**config.mk**
```make
export PLATFORM = sky130hd
export DESIGN_NAME = reg_exec_unit_flat
export DESIGN_NICKNAME = d
export VERILOG_FILES = /design/src/rtl/reg_exec_unit_if.sv /design/src/rtl/reg_exec_unit.sv /design/src/flat_wrapper.sv
export SDC_FILE = /design/constraint.sdc
export NUM_CORES = 1
export LEC_CHECK = 0
export ABC_CLOCK_PERIOD_IN_PS = 4500
export CAP_MARGIN = 20
export CORE_MARGIN = 8
export CORE_UTILIZATION = 46
export DETAILED_ROUTE_END_ITERATION = 16
export PLACE_DENSITY = 0.81
export SYNTH_ARGS = -nofsm -noshare
export SYNTH_HDL_FRONTEND = slang
export SYNTH_SLANG_ARGS = --single-unit
```
**constraint.sdc**
```tcl
create_clock -name clk -period 4.5 [get_ports clk]
set_input_delay 1.35 -clock clk [delete_from_list [all_inputs] [get_ports clk]]
set_output_delay 1.35 -clock clk [all_outputs]
set_load 0.01 [all_outputs]
```
**src/rtl/reg_exec_unit_if.sv**
```systemverilog
// Instruction handshake, register-bank bus and retire status
// between a producer/bank and reg_exec_unit.
interface reg_exec_unit_if #(
   parameter int DW = 8,
   parameter int AW = 3
);
   logic          instr_valid;
   logic          instr_ready;
   logic [15:0]   instr;
   logic [AW-1:0] rf_add1;
   logic [AW-1:0] rf_add2;
   logic [DW-1:0] rf_in;
   logic          rf_we;
   logic [DW-1:0] rf_out1;
   logic [DW-1:0] rf_out2;
   logic          done;
   logic [DW-1:0] result;
   logic          flag_z;
   logic          flag_c;
   logic          illegal;

   modport master (
      output instr_valid, instr, rf_out1, rf_out2,
      input  instr_ready, rf_add1, rf_add2, rf_in, rf_we,
      input  done, result, flag_z, flag_c, illegal
   );

   modport slave (
      input  instr_valid, instr, rf_out1, rf_out2,
      output instr_ready, rf_add1, rf_add2, rf_in, rf_we,
      output done, result, flag_z, flag_c, illegal
   );
endinterface

```
**src/rtl/reg_exec_unit.sv**
```systemverilog
// Three-cycle execute/write-back controller in front of the
// register bank: accept, read operands, execute and write back.
module reg_exec_unit #(
   parameter int DW = 8,
   parameter int AW = 3
) (
   input logic            clk,
   input logic            rst,
   reg_exec_unit_if.slave bus
);
   typedef enum logic [1:0] {
      S_IDLE,
      S_READ,
      S_EXEC
   } state_e;

   state_e        state_q, state_d;
   logic [15:0]   instr_q, instr_d;
   logic [DW-1:0] a_q, a_d;
   logic [DW-1:0] b_q, b_d;
   logic [DW-1:0] res_q, res_d;
   logic          z_q, z_d;
   logic          c_q, c_d;
   logic          done_q, done_d;
   logic          ill_q, ill_d;

   logic [3:0]    op;
   logic [DW-1:0] alu_v;
   logic [DW:0]   sum;
   logic          alu_c, alu_wr, alu_zu, alu_cu, alu_ill;

   assign op = instr_q[15:12];

   always_comb begin
      alu_v   = '0;
      alu_c   = 1'b0;
      alu_wr  = 1'b0;
      alu_zu  = 1'b0;
      alu_cu  = 1'b0;
      alu_ill = 1'b0;
      sum     = {1'b0, a_q} + {1'b0, b_q};
      case (op)
         4'd0: ;
         4'd1: begin
            alu_v  = DW'(instr_q[7:0]);
            alu_wr = 1'b1;
         end
         4'd2: begin
            alu_v  = sum[DW-1:0];
            alu_c  = sum[DW];
            alu_wr = 1'b1;
            alu_zu = 1'b1;
            alu_cu = 1'b1;
         end
         4'd3: begin
            alu_v  = a_q - b_q;
            alu_c  = a_q < b_q;
            alu_wr = 1'b1;
            alu_zu = 1'b1;
            alu_cu = 1'b1;
         end
         4'd4, 4'd5, 4'd6: begin
            alu_v  = (op == 4'd4) ? (a_q & b_q) :
                     (op == 4'd5) ? (a_q | b_q) : (a_q ^ b_q);
            alu_wr = 1'b1;
            alu_zu = 1'b1;
            alu_cu = 1'b1;
         end
         4'd7: begin
            alu_v  = b_q;
            alu_wr = 1'b1;
         end
         4'd8: begin
            alu_v  = a_q << 1;
            alu_c  = a_q[DW-1];
            alu_wr = 1'b1;
            alu_zu = 1'b1;
            alu_cu = 1'b1;
         end
         4'd9: begin
            alu_v  = a_q >> 1;
            alu_c  = a_q[0];
            alu_wr = 1'b1;
            alu_zu = 1'b1;
            alu_cu = 1'b1;
         end
         default: alu_ill = 1'b1;
      endcase
   end

   always_comb begin
      state_d = state_q;
      instr_d = instr_q;
      a_d     = a_q;
      b_d     = b_q;
      res_d   = res_q;
      z_d     = z_q;
      c_d     = c_q;
      done_d  = 1'b0;
      ill_d   = 1'b0;
      unique case (state_q)
         S_IDLE: begin
            if (bus.instr_valid) begin
               instr_d = bus.instr;
               state_d = S_READ;
            end
         end
         S_READ: begin
            a_d     = bus.rf_out1;
            b_d     = bus.rf_out2;
            state_d = S_EXEC;
         end
         S_EXEC: begin
            state_d = S_IDLE;
            done_d  = 1'b1;
            ill_d   = alu_ill;
            if (alu_wr) res_d = alu_v;
            if (alu_zu) z_d = (alu_v == '0);
            if (alu_cu) c_d = alu_c;
         end
         default: state_d = S_IDLE;
      endcase
   end

   always_ff @(posedge clk) begin
      if (rst) begin
         state_q <= S_IDLE;
         instr_q <= '0;
         a_q     <= '0;
         b_q     <= '0;
         res_q   <= '0;
         z_q     <= 1'b0;
         c_q     <= 1'b0;
         done_q  <= 1'b0;
         ill_q   <= 1'b0;
      end else begin
         state_q <= state_d;
         instr_q <= instr_d;
         a_q     <= a_d;
         b_q     <= b_d;
         res_q   <= res_d;
         z_q     <= z_d;
         c_q     <= c_d;
         done_q  <= done_d;
         ill_q   <= ill_d;
      end
   end

   // Write is gated by rst so a reset cycle never corrupts the bank.
   assign bus.instr_ready = (state_q == S_IDLE);
   assign bus.rf_add1     = AW'(instr_q[11:9]);
   assign bus.rf_add2     = AW'(instr_q[8:6]);
   assign bus.rf_in       = (state_q == S_EXEC) ? alu_v : '0;
   assign bus.rf_we       = (state_q == S_EXEC) && alu_wr && !rst;
   assign bus.done        = done_q;
   assign bus.result      = res_q;
   assign bus.flag_z      = z_q;
   assign bus.flag_c      = c_q;
   assign bus.illegal     = ill_q;
endmodule
```
**src/flat_wrapper.sv**
```systemverilog
// flat-port wrapper written by rule: the top's interface ports become plain ports
module reg_exec_unit_flat 
#(
   parameter int DW = 8,
   parameter int AW = 3
)
  (clk, rst, bus_instr_valid, bus_instr, bus_rf_out1, bus_rf_out2, bus_instr_ready, bus_rf_add1, bus_rf_add2, bus_rf_in, bus_rf_we, bus_done, bus_result, bus_flag_z, bus_flag_c, bus_illegal);
  reg_exec_unit_if #(.DW(DW), .AW(AW)) bus_i ();
  input logic clk;
  input logic rst;
  input wire logic [$bits(bus_i.instr_valid)-1:0] bus_instr_valid;
  input wire logic [$bits(bus_i.instr)-1:0] bus_instr;
  input wire logic [$bits(bus_i.rf_out1)-1:0] bus_rf_out1;
  input wire logic [$bits(bus_i.rf_out2)-1:0] bus_rf_out2;
  output wire logic [$bits(bus_i.instr_ready)-1:0] bus_instr_ready;
  output wire logic [$bits(bus_i.rf_add1)-1:0] bus_rf_add1;
  output wire logic [$bits(bus_i.rf_add2)-1:0] bus_rf_add2;
  output wire logic [$bits(bus_i.rf_in)-1:0] bus_rf_in;
  output wire logic [$bits(bus_i.rf_we)-1:0] bus_rf_we;
  output wire logic [$bits(bus_i.done)-1:0] bus_done;
  output wire logic [$bits(bus_i.result)-1:0] bus_result;
  output wire logic [$bits(bus_i.flag_z)-1:0] bus_flag_z;
  output wire logic [$bits(bus_i.flag_c)-1:0] bus_flag_c;
  output wire logic [$bits(bus_i.illegal)-1:0] bus_illegal;
  assign bus_i.instr_valid = bus_instr_valid;
  assign bus_i.instr = bus_instr;
  assign bus_i.rf_out1 = bus_rf_out1;
  assign bus_i.rf_out2 = bus_rf_out2;
  assign bus_instr_ready = bus_i.instr_ready;
  assign bus_rf_add1 = bus_i.rf_add1;
  assign bus_rf_add2 = bus_i.rf_add2;
  assign bus_rf_in = bus_i.rf_in;
  assign bus_rf_we = bus_i.rf_we;
  assign bus_done = bus_i.done;
  assign bus_result = bus_i.result;
  assign bus_flag_z = bus_i.flag_z;
  assign bus_flag_c = bus_i.flag_c;
  assign bus_illegal = bus_i.illegal;
  reg_exec_unit #(.DW(DW), .AW(AW)) u_core (.clk(clk), .rst(rst), .bus(bus_i));
endmodule
```
# == Yosys cells after proc, flatten, opt, wreduce, memory -nomap -nowiden ==
# Cells that the tools add are included.
# word_totals
regBits,46
# op_classes
addsub,2
magnitude_cmp,1
eq_ne,12
mux,11
n_bitwise,4
reduce_logical,14
# ops
operator,count
$pmux 8 s7,1
$mux 8,3
$eq 4x3->1 const B,4
$reduce_or 10->1,1
$add 8x8->9,1
$reduce_or 9->1,1
$and 8x8->8,1
$eq 4x2->1 const B,2
$eq 4x4->1 const B,2
$logic_not 8->1,1
$lt 8x8->1,1
$or 8x8->8,1
$sub 8x8->8,1
$xor 8x8->8,1
$reduce_or 7->1,1
$reduce_and 2->1,3
$eq 4x1->1 const B,1
$logic_not 4->1,1
$mux 1,4
$pmux 1 s4,1
$pmux 2 s2,1
$reduce_or 3->1,1
$eq 2x1->1 const B,1
$eq 2x2->1 const B,1
7 further kinds,8

# == Longest topological paths before layout ==
# logic_depth
ltp_word,5
mapped_depth,10
depth_no_buf,10

# == Least setup slack after synthesis ==
# No wires, ideal clock.
# synth_path
path_type,register -> output
from,register u_core.b_q[0]
to,output bus_rf_in[6]
arrival_time_ns,2.048
required_ns,3.150
setup_slack_ns,1.102
path_stages_with_launch,9
path_buffers,0
cell_sequence,dfxtp_1 ha_1 fa_1 a21o_1 a221oi_1 xnor2_1 nor3_1 a211o_1 and2_1
# synth_between
elab_chain_len,3
elab_cells_between_ends,4
cone_classes,add/sub (2); mux (2)
# synth_lines
element,line_no,source
"start, declared",reg_exec_unit.sv:20,"logic [DW-1:0] b_q, b_d;"
"start signal, assigned",reg_exec_unit.sv:130,b_q <= '0;
"start signal, assigned",reg_exec_unit.sv:140,b_q <= b_d;
$sub 8x8->8 or $add 8x8->9 (tied branches),"reg_exec_unit.sv:56, reg_exec_unit.sv:41",
$pmux 8 s7 (*),reg_exec_unit.sv:42,case (op)
$mux 8 (*),reg_exec_unit.sv:153,assign bus.rf_in = (state_q == S_EXEC) ? alu_v : '0;
"end, declared",flat_wrapper.sv:18,output wire logic [$bits(bus_i.rf_in)-1:0] bus_rf_in;
# Mark *: on every way between the ends. The rest lies on a longest branch, timed or not.

# == Worst setup path in the final report ==
# Same ends and word-level chain as after synthesis.

==> results.sh <==
export IMPL_status="complete, no violations"
export IMPL_worstSetupEndpointType="output port"
export IMPL_rrSetupSlack_ns=1.77
export IMPL_max_slew_margin_rel_pct=31.25
export IMPL_rr_endpoint="u_core.bus.flag_z"
export IMPL_grt_use_total_pct=17.88
export IMPL_dieHeight_um=99.28
export IMPL_grt_max_degree=46
export IMPL_grt_pass1_vias=2955
export IMPL_die_w_um=99.28
export IMPL_drive_above_1_share_pct=7.066
export IMPL_powerDensity_nw_per_um2=240.3
export IMPL_clock_latency_ns=0.30
export IMPL_fmax_ghz=0.2277
export IMPL_drv_cap=0
export IMPL_total_power_mw=0.9371
export IMPL_hold_depth=2
export IMPL_totalWireLength_mm=8.790
export IMPL_fin_util_pct=57.72
export IMPL_h_tree_depth=2
export IMPL_ys_async_sr_fraction_pct=0
export IMPL_holdPathEnd="u_core.instr_q[10]"
export IMPL_finalInstanceArea_um2=3900
export IMPL_netlist_area_um2=3191
export IMPL_clock_sinks=46
export IMPL_r2r_start="u_core.b_q[0]"
export IMPL_io_pin_count=63
export IMPL_clkTransAtPathRegs_ns=0.10
export IMPL_drc=0
export IMPL_post_drt_wl_per_cell_um=16.07
export IMPL_coreArea_um2=6756
export IMPL_cts_tree="built"
export IMPL_crit_chain="ha_1 > fa_1 > a21o_1 > a221oi_2 > xnor2_1 > nor3_1 > a211o_1 > and2_1 > clkdlybuf4s50_1"
export IMPL_crit_fanout=5
export IMPL_p_leak_nw=1.482
export IMPL_detail_route_first_pass_iterations=5
export IMPL_finalCritPeriodShare_pct=97.59
export IMPL_yosysSeqAreaShare_pct=28.86
export IMPL_ir_worst_vdd_mv=0.1516
export IMPL_ys_warn_count=0
export IMPL_die_area_um2=9857
export IMPL_postRouteAntennaNets=0
export IMPL_reg2reg_depth=9
export IMPL_dpl_instance_area_um2=3784
export IMPL_postCtsResizedCells=0
export IMPL_critPathLaunchType="register"
export IMPL_yosysTopAreaCell="dfxtp_1"
export IMPL_synth_edf_count=0
export IMPL_via_count=3040
export IMPL_start_util_pct=47.22
export IMPL_crit_path_top_delay_cell="clkdlybuf4s50_1"
export IMPL_synth_avg_cell_area_um2=7.543
export IMPL_ys_seq_elements=46
export IMPL_syn_inst=423
export IMPL_clock_skew_ns=0.01208
export IMPL_cp_arrival_ns=3.04
export IMPL_finalHoldViolCount=0
export IMPL_crit_type="register to output port"
export IMPL_tightest_slew_ns=1.029
export IMPL_cts_setup_buffers=0
export IMPL_antenna_found_initial=0
export IMPL_area_growth_syn_to_layout_pct=22.24
export IMPL_hpwl_mm=6.912
export IMPL_hold_buffers=0
export IMPL_clock_path_buffers=2
export IMPL_cpPeakStageDelay_ns=0.47
export IMPL_synth_area_leaders="dfxtp_1 29%, ha_1 9.8%, nand2_1 9.6%, a21oi_1 8.9%, inv_1 3.5%"
export IMPL_grt_pass1_wl_mm=14.61
export IMPL_syn_nets=485
export IMPL_min_period_ns=4.391
export IMPL_globalplace_congestion=0.9272
export IMPL_overflow=0
export IMPL_netlist_area_leader_share_pct=28.86
export IMPL_hold_class="register to register"
export IMPL_port_buffers=62
export IMPL_routed_via_density=5.558
export IMPL_rows=30
export IMPL_worst_ep_required_time_ns=3.15
export IMPL_final_nets=528
export IMPL_diodes=0
export IMPL_synth_main_ff_cell="dfxtp_1"
export IMPL_dr_first_iter_drc_count=270
export IMPL_synth_cell_type_count=56
export IMPL_numCtsBuffers=5
export IMPL_drv_slew=0
export IMPL_min_from="u_core.instr_q[10]"
export IMPL_setup_viol=0
export IMPL_cts_root_buf="clkbuf_8"
[cells in the final DEF, fill, tap and decap left out, types with 3 or more instances in the layout]
master / n
nand2_1: 82
a21oi_1: 56
nand3b_1: 5
ha_1: 24
a211oi_1: 6
and2_1: 4
mux4_2: 3
clkbuf_8: 5
nor3_1: 7
nand3_1: 8
inv_1: 30
dfxtp_1: 41
mux2i_1: 8
nor2_1: 27
xnor2_1: 4
o21bai_1: 3
buf_4: 7
nand2b_1: 6
dfxtp_2: 5
o22ai_1: 3
mux2_1: 3
and3_1: 3
o21ai_0: 7
a22oi_1: 4
nor2b_1: 5
clkdlybuf4s50_1: 62
[Yosys cell counts, drive strengths merged, types with 2 or more instances]
cell    count
dfxtp      46
nor2       27
and2        4
and3        3
inv        32
nor3        7
o22ai       3
o221ai      2
a21oi      57
nand3       8
clkbuf     16
fa          2
or4         2
mux2        4
o311a       2
nand2      82
xnor2       4
o32ai       2
mux4        3
nand4       2
a22oi       4
o21ai       9
a21o        2
buf        17
a211oi      6
o31ai       3
ha         25
nand3b      5
o21bai      3
mux2i       8
or3b        2
nand2b      6
o211ai      2
nor3b       2
nor2b       5
or2         3
[sequential cells by signal, indices dropped and copies added (netlist names), 2 cells and up]
name,cells
u_core.b_q,8
u_core.a_q,8
u_core.state_q,2
u_core.bus.result,8
u_core.instr_q,16
[per-layer routing]
metal	track usage, %	wire [µm]	vias to the layer above	share of wire (%)
met5	0	0	-	0
li1	-	-	1518	-
met3	3.422	475	13	5.4
met2	29.03	4132	108	47
met1	23.44	4023	1401	46
met4	5.006	158	0	1.8
[where the power goes]
part	switching (mW)	internal, mW
sequential	0.0251	0.425
combinational	0.116	0.101
clock	0.154	0.116
[worst max-delay path: cells and delay by family (launching register included)]
kind | cells | cell delay [ns]
compound gates | 3 | 0.83
xor+xnor | 1 | 0.16
flops | 1 | 0.36
simple gates | 2 | 0.22
buf+inv | 1 | 0.47
fa+ha+maj | 2 | 0.69
[worst max path at each step]
stage / startpoint / to / cells after the start / slack (ns)
after floorplan: u_core.b_q[0] / bus_rf_in[6] / 8 / 1.10
after CTS: u_core.b_q[0] / bus_rf_in[6] / 9 / 0.02
after global placement: u_core.b_q[4] / bus_rf_in[6] / 9 / 0.41
after global routing: u_core.a_q[4] / bus_rf_in[7] / 9 / -0.01
final: u_core.b_q[0] / bus_rf_in[6] / 9 / 0.11
after detailed placement: u_core.b_q[0] / bus_rf_in[6] / 9 / 0.39
[final cells by class]
cell class | count | area, µm²
multi-input cells | 312 | 1982
clock buffers | 5 | 68.82
clock inverters | 3 | 28.78
flip-flops and latches | 46 | 927.1
inverters | 32 | 120.1
repair buffers | 69 | 673.1
well taps | 80 | 100.1
fillers | 648 | 2856
[cells by family (layout without fill, tap and decap cells)]
family / after synthesis / after routing / share of synthesized area, %
AOI/OAI and AO/OA: 102 / 102 / 19.61
xor gates and xnor gates: 5 / 5 / 1.372
adders and majority gates: 27 / 27 / 11.06
buffers and inverters: 65 / 109 / 9.412
DFF: 46 / 46 / 28.86
muxes: 15 / 15 / 6.039
and+or+nand+nor: 163 / 163 / 23.65
[metrics by stage]
step / cells / setup WS [ns] / hold slack (ns) / setup TNS (ns)
4_1_cts: 547 / 0.02432 / 0.4616 / 0
6_report: 547 / 0.1086 / 0.4608 / 0
2_1_floorplan: 423 / 1.102 / 0.4322 / 0
3_5_place_dp: 539 / 0.3932 / 0.4474 / 0
3_3_place_gp: 539 / 0.4066 / 0.4413 / 0
5_1_grt: 547 / -0.01334 / 0.4855 / -0.01454
Power figures use the tool's default switching activity.
